### src/rtl/dram_burst_arbiter_pkg.sv
// ---------------------------------------------------------------------------
// dram_arb_pkg
//   Shared types and helpers for the DRAM burst arbiter.
//   - arb_state_t : top-level sequencer state (IDLE / XFER / DONE)
//   - byte_incr() : byte-address step between consecutive DRAM words
// ---------------------------------------------------------------------------
package dram_arb_pkg;

  typedef enum logic [1:0] {
    IDLE = 2'd0,
    XFER = 2'd1,
    DONE = 2'd2
  } arb_state_t;

  // Number of bytes covered by one DRAM word of the given bit width.
  function automatic int unsigned byte_incr(input int unsigned data_width);
    return data_width / 8;
  endfunction

endpackage

### src/rtl/dram_burst_arbiter_rr.sv
// ---------------------------------------------------------------------------
// rr_arbiter
//   Combinational round-robin grant. Searches the request vector starting at
//   the client after last_grant, wrapping around, and returns a one-hot grant
//   for the first requester found (all zeros when nobody requests).
//
// Ports
//   req        in  NUM_CLIENTS    request vector
//   last_grant in  $clog2(N)      index of the most recently served client
//   grant      out NUM_CLIENTS    one-hot grant
// ---------------------------------------------------------------------------
module rr_arbiter #(
  parameter  int NUM_CLIENTS = 4,
  localparam int GW          = $clog2(NUM_CLIENTS)
) (
  input  logic [NUM_CLIENTS-1:0] req,
  input  logic [GW-1:0]          last_grant,
  output logic [NUM_CLIENTS-1:0] grant
);

  logic found;
  int   k;

  always_comb begin
    grant = '0;
    found = 1'b0;
    k     = 0;
    // Offsets 1..N visit every client once, last_grant itself last.
    for (int i = 1; i <= NUM_CLIENTS; i++) begin
      k = int'(last_grant) + i;
      if (k >= NUM_CLIENTS) k = k - NUM_CLIENTS;
      if (!found && req[k]) begin
        grant[k] = 1'b1;
        found    = 1'b1;
      end
    end
  end

endmodule

### src/rtl/dram_burst_arbiter.sv
// ---------------------------------------------------------------------------
// dram_burst_arbiter
//   Multiplexes NUM_CLIENTS burst requesters onto one Avalon-MM style DRAM
//   master. Grants round-robin at burst granularity, walks each burst word by
//   word under WaitRequest back-pressure, and returns per-client read data,
//   write-advance and completion strobes.
//
// Ports
//   clock, reset                 clock; synchronous active-high reset
//   client_req[N]                burst request, held until client_done
//   client_we[N]                 1 = write burst, 0 = read burst
//   client_addr[N*AW]            start byte address (word aligned)
//   client_len[N*LW]             burst length in words
//   client_wdata[N*DW]           current write word per client
//   client_rdata[DW]             read data, broadcast to all clients
//   client_rvalid[N]             strobe per accepted read word
//   client_wnext[N]              strobe per accepted write word
//   client_done[N]               burst-complete strobe
//   busy                         high whenever not IDLE
//   DRAM_master_*                Avalon-MM master (Read/Write/Address/
//                                ByteEnable registered, WriteData muxed)
// ---------------------------------------------------------------------------
module dram_burst_arbiter
  import dram_arb_pkg::*;
#(
  parameter int NUM_CLIENTS = 4,
  parameter int DATA_WIDTH  = 32,
  parameter int ADDR_WIDTH  = 32,
  parameter int LEN_WIDTH   = 16
) (
  input  logic                              clock,
  input  logic                              reset,
  input  logic [NUM_CLIENTS-1:0]            client_req,
  input  logic [NUM_CLIENTS-1:0]            client_we,
  input  logic [NUM_CLIENTS*ADDR_WIDTH-1:0] client_addr,
  input  logic [NUM_CLIENTS*LEN_WIDTH-1:0]  client_len,
  input  logic [NUM_CLIENTS*DATA_WIDTH-1:0] client_wdata,
  output logic [DATA_WIDTH-1:0]             client_rdata,
  output logic [NUM_CLIENTS-1:0]            client_rvalid,
  output logic [NUM_CLIENTS-1:0]            client_wnext,
  output logic [NUM_CLIENTS-1:0]            client_done,
  output logic                              busy,
  input  logic                              DRAM_master_WaitRequest,
  output logic                              DRAM_master_Read,
  output logic                              DRAM_master_Write,
  output logic [ADDR_WIDTH-1:0]             DRAM_master_Address,
  output logic [DATA_WIDTH/8-1:0]           DRAM_master_ByteEnable,
  input  logic [DATA_WIDTH-1:0]             DRAM_master_ReadData,
  output logic [DATA_WIDTH-1:0]             DRAM_master_WriteData
);

  localparam int                    GW       = $clog2(NUM_CLIENTS);
  localparam logic [ADDR_WIDTH-1:0] ADDR_INC = ADDR_WIDTH'(byte_incr(DATA_WIDTH));

  arb_state_t             state;
  logic [GW-1:0]          grant_idx;
  logic [GW-1:0]          last_grant;
  logic [GW-1:0]          next_idx;
  logic [NUM_CLIENTS-1:0] grant_oh;
  logic [NUM_CLIENTS-1:0] done_q;
  logic [LEN_WIDTH-1:0]   remaining;
  logic [LEN_WIDTH-1:0]   next_len;
  logic                   we_lat;
  logic                   accept;

  rr_arbiter #(
    .NUM_CLIENTS (NUM_CLIENTS)
  ) u_rr_arbiter (
    .req        (client_req),
    .last_grant (last_grant),
    .grant      (grant_oh)
  );

  always_comb begin
    next_idx = '0;
    for (int i = 0; i < NUM_CLIENTS; i++) begin
      if (grant_oh[i]) next_idx = GW'(i);
    end
  end

  assign next_len = client_len[next_idx*LEN_WIDTH +: LEN_WIDTH];

  // A word moves whenever a command is on the bus and the slave is not stalling.
  assign accept = (state == XFER) && (DRAM_master_Read || DRAM_master_Write) &&
                  !DRAM_master_WaitRequest;

  always_comb begin
    client_rvalid = '0;
    client_wnext  = '0;
    if (accept) begin
      if (we_lat) client_wnext[grant_idx]  = 1'b1;
      else        client_rvalid[grant_idx] = 1'b1;
    end
  end

  assign client_rdata          = DRAM_master_ReadData;
  assign DRAM_master_WriteData = client_wdata[grant_idx*DATA_WIDTH +: DATA_WIDTH];
  assign client_done           = done_q;
  assign busy                  = (state != IDLE);

  // Control sequencer: state, grant bookkeeping and the registered bus outputs.
  always_ff @(posedge clock) begin
    if (reset) begin
      state                  <= IDLE;
      grant_idx              <= '0;
      last_grant             <= GW'(NUM_CLIENTS - 1);
      done_q                 <= '0;
      DRAM_master_Read       <= 1'b0;
      DRAM_master_Write      <= 1'b0;
      DRAM_master_Address    <= '0;
      DRAM_master_ByteEnable <= '0;
    end else begin
      done_q <= '0;
      case (state)
        IDLE: begin
          if (|client_req) begin
            grant_idx           <= next_idx;
            DRAM_master_Address <= client_addr[next_idx*ADDR_WIDTH +: ADDR_WIDTH];
            if (next_len == '0) begin
              // Empty burst: complete without touching DRAM.
              done_q[next_idx] <= 1'b1;
              state            <= DONE;
            end else begin
              DRAM_master_Read       <= !client_we[next_idx];
              DRAM_master_Write      <= client_we[next_idx];
              DRAM_master_ByteEnable <= '1;
              state                  <= XFER;
            end
          end
        end
        XFER: begin
          if (accept) begin
            DRAM_master_Address <= DRAM_master_Address + ADDR_INC;
            if (remaining == LEN_WIDTH'(1)) begin
              DRAM_master_Read       <= 1'b0;
              DRAM_master_Write      <= 1'b0;
              DRAM_master_ByteEnable <= '0;
              done_q[grant_idx]      <= 1'b1;
              state                  <= DONE;
            end
          end
        end
        DONE: begin
          last_grant <= grant_idx;
          state      <= IDLE;
        end
        default: state <= IDLE;
      endcase
    end
  end

  // Burst descriptor latched at grant; only meaningful while XFER is active.
  always_ff @(posedge clock) begin
    if (state == IDLE && (|client_req)) begin
      we_lat    <= client_we[next_idx];
      remaining <= next_len;
    end else if (accept) begin
      remaining <= remaining - LEN_WIDTH'(1);
    end
  end

endmodule

### config.mk
export PLATFORM = sky130hd
export DESIGN_NAME = dram_burst_arbiter
export DESIGN_NICKNAME = d
export VERILOG_FILES = /design/src/rtl/dram_burst_arbiter_pkg.sv /design/src/rtl/dram_burst_arbiter_rr.sv /design/src/rtl/dram_burst_arbiter.sv
export SDC_FILE = /design/constraint.sdc
export NUM_CORES = 1
export LEC_CHECK = 0
export CAP_MARGIN = 5
export CORE_AREA = 2 2 188 190
export CTS_CLUSTER_SIZE = 28
export DETAILED_ROUTE_END_ITERATION = 7
export DIE_AREA = 0 0 190 192
export GPL_ROUTABILITY_DRIVEN = 0
export PLACE_DENSITY = 0.62
export SLEW_MARGIN = 15
export SYNTH_ARGS = -nofsm -noshare
export SYNTH_HDL_FRONTEND = slang
export SYNTH_SLANG_ARGS = --single-unit
### constraint.sdc
create_clock -name clock -period 3.8 [get_ports clock]
set_input_delay 0.57 -clock clock [delete_from_list [all_inputs] [get_ports clock]]
set_output_delay 0.57 -clock clock [all_outputs]
set_load 0.005 [all_outputs]
## Yosys cells after proc, flatten, opt, wreduce, memory -nomap -nowiden

Index checks and enable logic that the tools add are counted.
W data, S select, Z words.

| cells by class | value |
|---|---|
| shift-type cells | 3 |
| eq/ne operators | 7 |
| muxes and demuxes | 72 |
| add/sub/neg operators | 10 |
| bitwise logic cells | 3 |
| reduce and logical (&&, ||, !) cells | 28 |
| $lt $le $gt $ge | 16 |

Operator list:

| cell | number |
|---|---|
| $shiftx A128 B8 Y32 | 2 |
| $mux W32 | 6 |
| $ge A32 B1 Y1 const B | 4 |
| $ge A32 B4 Y1 const B | 4 |
| $lt A32 B4 Y1 const B | 4 |
| $sub A32 B4 Y32 const B | 4 |
| $mux W4 | 16 |
| $pmux W32 S2 | 1 |
| $shiftx A64 B7 Y16 | 1 |
| $add A32 B3 Y32 const B | 1 |
| $mux W16 | 2 |
| $mux W1 | 25 |
| $eq A16 B1 Y1 const B | 1 |
| $logic_not A16 Y1 | 1 |
| $pmux W4 S2 | 2 |
| $sub A16 B1 Y16 const B | 1 |
| $demux W1 S2 | 6 |
| $logic_and A1 B1 Y1 | 12 |
| $mux W2 | 6 |
| $or A4 B4 Y4 | 3 |
| $bmux W1 S2 | 5 |
| $add A2 B2 Y3 const B | 2 |
| $lt A2 B3 Y1 const B | 2 |
| $reduce_and A3 Y1 | 2 |
| other kinds (16) | 26 |

| storage, ports and cells | value |
|---|---|
| output and inout port bits | 115 |
| flip-flop bits (word level) | 65 |
| input port bits | 363 |
| word-level logic and storage cells | 149 |

## Depth between registers and ports, before layout

Gate-level depths: netlist of the first run.

| depth | value |
|---|---|
| depth after elaboration | 26 |
| mapped depth | 17 |
| gate-level depth less buffers | 12 |

## Cells and area by module

Synthesis of the first run repeated with hierarchy kept, for this count alone.

| second synthesis, totals | value |
|---|---|
| cells, all modules | 787 |
| area total of the unflattened synthesis | 6437.4 µm² |

By module, submodules not included:

| module | area each (µm²) | seq. area each (µm²) | cells an instance | instances |
|---|---|---|---|---|
| dram_burst_arbiter | 6079.6 | 1411.4 | 749 | 1 |
| rr_arbiter | 357.8 | 0.0 | 38 | 1 |

## Worst setup path after synthesis of the first run

Ideal clock, no wire load.

| timing | value |
|---|---|
| path kind | register -> register |
| from | reg last_grant[0] |
| to | reg DRAM_master_Read |
| setup time | 0.060 ns |
| arrival | 3.674 ns |
| data required time | 3.740 ns |
| cell stages (with the launch flop) | 16 |
| clock period less this slack | 3.734 ns |
| setup slack | 0.066 ns |
| path buffers | 3 |
| path through | dfxtp_1 buf_2 inv_1 ha_1 mux2i_1 mux2_2 a211o_1 clkbuf_1 a21boi_1 clkbuf_1 o21ai_0 a31oi_1 nor3_1 and4b_1 nor3_1 a22o_1 |

| on the way | value |
|---|---|
| longest elaborated chain between the ends | 25 |
| elaborated cells between the ends (all ways) | 77 |
| those cells by class | add/sub (8); order compare (12); eq/ne (1); shift (1); mux (39); bitwise (3); reduce/logical (13) |

RTL lines:

| element | RTL line | text |
|---|---|---|
| from (decl) | dram_burst_arbiter.sv:57 | `logic [GW-1:0] last_grant;` |
| from (signal assigned) | dram_burst_arbiter.sv:106 | `last_grant <= GW'(NUM_CLIENTS - 1);` |
| from (signal assigned) | dram_burst_arbiter.sv:144 | `last_grant <= grant_idx;` |
| parallel branches: the longest is 15 deep, another holds $sub A32 B4 Y32 | -- |  |
| $mux W4 (*) | dram_burst_arbiter_rr.sv:32 | `if (!found && req[k]) begin` |
| $mux W1 | dram_burst_arbiter.sv:77 | `if (grant_oh[i]) next_idx = GW'(i);` |
| $mux W2 | dram_burst_arbiter.sv:77 |  |
| $mux W2 (*) | dram_burst_arbiter.sv:77 |  |
| parallel branches: the longest is 6 deep, another holds $shiftx A64 B7 Y16 | -- |  |
| to (signal assigned) | dram_burst_arbiter.sv:124 | `DRAM_master_Read <= !client_we[next_idx];` |
| to (decl) | dram_burst_arbiter.sv:44 | `output logic DRAM_master_Read,` |

Every way passes the cells marked *. The select of a mux whose other input is x is not followed.
A chain may end at the register's enable or synchronous reset.

## Worst setup path in the final report of the first run

| timing | value |
|---|---|
| from | reg last_grant[0] |
| to | reg done_q[2], in the netlist client_done[2] |

| on the way | value |
|---|---|
| longest elaborated chain between the ends | 26 |
| elaborated cells between the ends (all ways) | 77 |
| those cells by class | add/sub (8); order compare (14); shift (1); mux (39); bitwise (3); reduce/logical (12) |

RTL lines:

| element | RTL line | text |
|---|---|---|
| parallel branches: the longest is 15 deep, another holds $sub A32 B4 Y32 | -- |  |
| $mux W4 (*) | dram_burst_arbiter_rr.sv:32 |  |
| $mux W1 | dram_burst_arbiter.sv:77 |  |
| $mux W2 | dram_burst_arbiter.sv:77 |  |
| $mux W2 (*) | dram_burst_arbiter.sv:77 |  |
| parallel branches: the longest is 4 deep, another holds $shiftx A64 B7 Y16 | -- |  |
| $mux W4 (*) | dram_burst_arbiter.sv:119 | `if (next_len == '0) begin` |
| $mux W4 (*) | dram_burst_arbiter.sv:116 | `if (\|client_req) begin` |
| $pmux W4 S2 (*) | dram_burst_arbiter.sv:114 | `case (state)` |
| to (signal assigned) | dram_burst_arbiter.sv:113 | `done_q <= '0;` |
| to (signal, indexed assignment) | dram_burst_arbiter.sv:121 | `done_q[next_idx] <= 1'b1;` |
| to (signal, indexed assignment) | dram_burst_arbiter.sv:138 | `done_q[grant_idx] <= 1'b1;` |
| to (decl) | dram_burst_arbiter.sv:60 | `logic [NUM_CLIENTS-1:0] done_q;` |

Marks and branches as above.

==> key figures, run 1 <==
Outcome
  – Outcome: completed

Critical path
  – Cell family with most CP delay: simple AND/OR/NAND/NOR gates
  – Worst path buffer plus inverter count: 1
  – WP data required: 4.05 ns
  – WS Path Type: reg -> reg
  – CP endpoint kind: register
  – Reg2reg start: last_grant[0]$_SDFFE_PP1N_
  – Worst reg-to-reg setup slack: 0.20 ns
  – Critical Path Stages: 11
  – CP arrival: 3.85 ns
  – Reg-to-reg critical path endpoint: client_done[2]$_SDFF_PP0_
  – CP peak stage delay: 0.54 ns
  – CP max FO: 14
  – Critical path's slowest cell: or4b_4
  – CP Launch Type: register
  – Worst path cell trace: buf_4 > mux4_2 > or4b_4 > a32oi_4 > a221oi_4 > a32oi_1 > o21ai_1 > or3_1 > and4b_2 > nand3_4 > o32ai_2
  – R2R depth: 11

Route
  – Total length of routed wires: 36700 um
  – Initial drt markers: 511
  – # DRC: 0
  – Via-per-instance ratio: 4.87
  – Vias: 8081
  – Avg WL per Cell: 22.1 um
  – Routed Antenna Nets: 0
  – Drt first pass iters: 5

Power
  – Sw Pwr: 3.09 mW
  – Static Leak: 4.09 nW
  – Pint: 4.07 mW
  – Switching portion of total power: 0.431
  – Worst vdd ir: 314 uV
  – Clk pwr share: 0.129
  – Sequential power share: 0.208
  – PD cells: 625 mW/mm2
  – Combinational fraction of design power: 0.663

Clocking
  – Clock sinks: 62
  – Clk pin slew, worst setup/hold paths: 0.06 ns
  – CTS buffer count: 9
  – Number of setup buffers added after CTS: 0
  – Htree depth: 3
  – Clock Tree Root: clkbuf_16
  – CTS tree: yes
  – Clk buf depth: 2
  – Clk Latency, worst-skew pair: 0.34 ns

Global routing
  – Number of global-route vias before repair: 7998
  – Total track usage: 0.191
  – Largest net degree at the start of global routing: 65
  – Initial antenna violation count: 11
  – Congestion Overflow GR: 0
  – Global-route wire length before repair: 51200 um

Yosys
  – Mapped cell area: 0.00619 mm2
  – Seq/Total Area, Yosys: 0.228
  – Mapped Cells: 788
  – Async S/R FF share, synth: 0
  – Most used flip-flop cell after synthesis: dfxtp_1
  – Area leader, netlist: dfxtp_1
  – Post-synthesis compound-gate area fraction: 0.301
  – Netlist cell types: 62
  – Multiplexer area fraction after synthesis: 0.144
  – Syn Nets: 1161
  – Syn Area/Cell: 7.86 um2
  – Synth top area cells: dfxtp_1, mux4_2, edfxtp_1
  – Post-synth EDFFs: 17
  – Post-Synth Adder-Cell Area: 0.0202
  – Yosys warning total: 0
  – Largest family of logic cells by synthesized area: compound AO/OA/AOI/OAI gates
  – Simple-gate area share of the yosys netlist: 0.197
  – Synth top area share: 0.145
  – Synthesis-stage register bit count: 62
  – XOR/XNOR Fraction of Synth Area: 0.0170

Final layout
  – Area Growth Syn to Fin: 85.0%
  – Post-route cell area: 0.0115 mm2
  – Layout cells sized above 1: 0.130
  – Area of the multi-input gates: 0.00428 mm2
  – Post-layout nets: 1567
  – Fin util: 0.334
  – Most common cell after layout, fill and taps aside: clkdlybuf4s50_1
  – Most frequent cells in the layout: clkdlybuf4s50_1, nand2_1, nor2_1
  – Fillers: 3568
  – Seq. cell area: 0.00141 mm2

Timing
  – Final setup viols: 0
  – Clock Skews: 0.0103 ns
  – Worst slew pin tran: 0.943 ns
  – Final Hold Fails: 0
  – Hold Slack: 0.502 ns
  – Fin crit share: 0.946
  – Minimum clock period: 3.60 ns
  – Setup ws final: 0.204 ns
  – Slew Viols, Final: 0
  – Unrepaired setup endpoints after global routing: false
  – Slew headroom: 0.372
  – Achievable clock frequency: 0.278 GHz

Die
  – IO Count: 478
  – Die Y: 192 um
  – Initial Utilization: 0.181
  – Die width: 190 um
  – Rows: 68
  – Die footprint: 0.0365 mm2
  – Core area: 0.0343 mm2

Min path
  – Worst hold start: DRAM_master_Address[10]$_SDFFE_PP0P_
  – HP Class: reg -> reg
  – Worst Hold Endpoint: DRAM_master_Address[10]$_SDFFE_PP0P_
  – Min-Delay Path Depth: 2

Place
  – Placed cell area: 0.0111 mm2
  – IO Port Bufs: 413
  – Setup WS pre-CTS: -0.270 ns
  – HPWL after detailed placement: 30500 um

Flow run
  – Max_cap viols: 0
[tightest hold or removal path, stage by stage, from the launching register on]
cell and delay (ns):
dfxtp_1 0.33, inv_1 0.05, a221oi_1 0.06
[timing repair]
item / CTS / global route
hold buffers: 0 / 0
setup endpoints to repair: 0 / 9
resized for setup: 0 / 18
[worst max path at each step]
stage                     slack, ns                                     end                       start
after floorplan                0.07           DRAM_master_Read$_SDFFE_PP0P_  last_grant[0]$_SDFFE_PP1N_
after global placement        -0.20  DRAM_master_ByteEnable[2]$_SDFFE_PP0P_               client_req[1]
after detailed placement      -0.27                   state[0]$_SDFFE_PP0P_               client_req[1]
after CTS                      0.09           DRAM_master_Read$_SDFFE_PP0P_               client_req[1]
after global routing          0.002               client_done[2]$_SDFF_PP0_  last_grant[1]$_SDFFE_PP1N_
final                          0.20               client_done[2]$_SDFF_PP0_  last_grant[0]$_SDFFE_PP1N_
[metrics by stage]
step | TNS (ns) | power (mW) | std cells
floorplan | 0 | 3.81 | 788
global placement | -1.56 | 6.16 | 1638
detailed placement | -2.64 | 6.22 | 1638
CTS | 0 | 7.18 | 1654
global route | 0 | 7.67 | 1660
finish | 0 | 7.16 | 1660
[power by group through the flow]
stage / combinational [mW] / sequential, mW / clock (mW)
2_1_floorplan: 2.50 / 1.31 / 0
3_3_place_gp: 4.68 / 1.49 / 0
3_5_place_dp: 4.72 / 1.50 / 0
4_1_cts: 4.74 / 1.49 / 0.943
5_1_grt: 5.14 / 1.55 / 0.972
6_report: 4.75 / 1.49 / 0.921
[per-layer routing]
metal | GRT usage | vias to the layer above | part of all wire
met1 | 0.210 | 3778 | 0.36
met5 | 0 | - | 0
met2 | 0.354 | 446 | 0.53
met4 | 0.0805 | 0 | 0.030
met3 | 0.0402 | 65 | 0.079
li1 | - | 3792 | -
[synth_stat cells, types with 9 or more instances]
library cell,number
a211oi_1,17
a21oi_1,70
a22oi_1,36
a311oi_1,15
buf_1,11
buf_2,12
buf_4,35
clkbuf_1,36
dfxtp_1,45
edfxtp_1,17
ha_1,10
inv_1,21
mux4_2,36
nand2_1,106
nand3_1,17
nor2_1,76
nor3_1,18
nor4_1,9
o21ai_0,55
o22ai_1,14
or3_1,9
xnor2_1,11
[cell families after synthesis]
family / after synthesis
AOI/OAI and AO/OA: 275
DFF: 62
xor gates and xnor gates: 12
muxes: 44
adders and majority gates: 10
and+or+nand+nor: 270
buffers and inverters: 115
[registers in the layout, summed over array words and instances, names as in the netlist, 2 cells and up]
signal               count
grant_idx                2
client_done              4
last_grant               2
remaining               16
DRAM_master_Address     32
state                    2
[layout make-up]
type                       count  area share
timing repair buffer         489       0.417
tap                          455      0.0497
inverter                      21     0.00688
multi-input combinational    611       0.373
clock inverter                 5     0.00535
sequential                    62       0.123
clock buffer                  11      0.0230
antenna                        6     0.00131
Power figures use the tool's default switching activity.
==> run 2: changes to the inputs <==
- CORE_AREA: 2 2 188 190 -> 2 2 184 186
- DIE_AREA: 0 0 190 192 -> 0 0 186 188
- PLACE_DENSITY: 0.62 -> 0.64
==> run 2 against run 1 <==
Non-clock buffer count is 9 higher. Sequential share of layout area is 0.057 points higher. Critical path depth is 2 higher. Cell count is 0.12% lower. Cell area is 0.46% lower.
==> key figures, run 2 (synthesis results as in run 1) <==
Route
  – Via-per-instance ratio: 4.86
  – Avg WL per Cell: 21.3 um
  – # DRC: 0
  – Total length of routed wires: 35300 um
  – Initial drt markers: 318
  – Drt first pass iters: 5
  – Vias: 8055
  – Routed Antenna Nets: 0

Die
  – Die Y: 188 um
  – Core area: 0.0331 mm2
  – IO Count: 478
  – Initial Utilization: 0.187
  – Die footprint: 0.0350 mm2
  – Die width: 186 um
  – Rows: 67

Place
  – HPWL after detailed placement: 29400 um
  – Inst Count DP: 1634
  – IO Port Bufs: 413

Clocking
  – Clk Latency, worst-skew pair: 0.34 ns
  – Clk pin slew, worst setup/hold paths: 0.06 ns
  – CTS tree: yes
  – Htree depth: 3
  – Hold_buf cts: 0
  – Clock sinks: 62
  – CTS buffer count: 9
  – Clock Tree Root: clkbuf_16
  – Clk buf depth: 2

Final layout
  – Most frequent cells in the layout: clkdlybuf4s50_1, nand2_1, buf_4
  – Layout cells sized above 1: 0.137
  – Post-layout nets: 1576
  – Fin cells: 1658
  – Max FFs per register: 32
  – Most common cell after layout, fill and taps aside: clkdlybuf4s50_1
  – Top reg by flops: DRAM_master_Address
  – Area Growth Syn to Fin: 84.2%

Critical path
  – CP endpoint kind: register
  – CP max FO: 11
  – CP Launch Type: primary input
  – CP arrival: 3.93 ns
  – WS Path Type: in -> reg
  – WP data required: 4.02 ns

Global routing
  – Congestion Overflow GR: 0
  – Met1 Use GR: 0.214
  – Total track usage: 0.194
  – Global-route wire length before repair: 50000 um
  – Initial antenna violation count: 7
  – Met3 Use GR: 0.0414
  – Largest net degree at the start of global routing: 42
  – Number of global-route vias before repair: 8132
  – Gr busiest metal: met2
  – Met2 Use GR: 0.364

Power
  – Worst vdd ir: 227 uV
  – Overall power: 7.05 mW
  – Static Leak: 4.07 nW
  – PD cells: 618 mW/mm2

Timing
  – Fin crit share: 0.975
  – Final setup TNS: 0 ns
  – Final Hold Fails: 0
  – Slew headroom: 0.344
  – Worst slew pin tran: 0.985 ns
  – Minimum clock period: 3.70 ns
  – Clock Skews: 0.00974 ns
  – Slew Viols, Final: 0
  – Achievable clock frequency: 0.270 GHz
  – Final setup viols: 0

Flow run
  – Max_cap viols: 0

Outcome
  – Outcome: completed

Min path
  – HP Class: reg -> reg
==> run 2: cell type report <==
cell class	count	area, um2
fill	3369	21700
timing repair buffer	498	4800
multi-input combinational	611	4270
sequential	62	1410
tap	448	561
clock buffer	9	225
inverter	21	78.8
clock inverter	7	48.8
antenna	2	5.00
==> run 2: through the flow <==
stage          area (um2)   util  setup WS [ns]  hold slack [ns]
5_1_grt             11400  0.344        -0.0114            0.530
3_5_place_dp        11000  0.333         -0.423            0.493
6_report            11400  0.345         0.0958            0.500
4_1_cts             11300  0.342         0.0124            0.501
2_1_floorplan        6190      -         0.0662            0.478
3_3_place_gp        11000  0.333         -0.291            0.488
==> run 2: final timing paths <==
kind	start	end	slack [ns]	cells past startpoint
worst min-delay path	DRAM_master_Address[1]$_SDFFE_PP0P_	DRAM_master_Address[1]$_SDFFE_PP0P_	0.50	2
worst min register to register	DRAM_master_Address[1]$_SDFFE_PP0P_	DRAM_master_Address[1]$_SDFFE_PP0P_	0.50	2
worst max-delay path	client_req[1]	DRAM_master_Write$_SDFFE_PP0P_	0.1	13
worst max register to register	last_grant[1]$_SDFFE_PP1N_	DRAM_master_Write$_SDFFE_PP0P_	0.19	14
==> run 2: power by group <==
part	switching (mW)	total, mW	internal [mW]
registers	0.461	1.50	1.04
logic	2.28	4.75	2.47
clock network	0.346	0.790	0.444
total	3.09	7.05	3.96
==> run 2: worst max-delay path, cell delays in order <==
cell,delay [ns]
clkdlybuf4s50_1,0.47
mux4_2,0.55
buf_4,0.17
a211o_1,0.30
buf_4,0.17
a21boi_4,0.16
buf_4,0.23
nor3_1,0.06
a221oi_1,0.43
a2111oi_2,0.09
and4b_2,0.29
o2bb2ai_1,0.17
a22o_1,0.26
==> run 2: what timing repair did <==
| action | CTS | global route |
|---|---|---|
| pin swaps | 0 | 4 |
| buffers inserted | 0 | 6 |
| endpoints found under the setup margin | 2 | 27 |
| resized for setup | 2 | 11 |
==> run 2: layer usage <==
metal	wire [um]	vias up
met5	9	-
met4	896	2
met3	2590	54
met2	18500	378
met1	13300	3806
li1	-	3815
==> run 3: changes to the inputs <==
- HOLD_SLACK_MARGIN: default -> 0.12
==> results of run 3 <==
Final layout, timing and power as in run 2 (identical DEF).
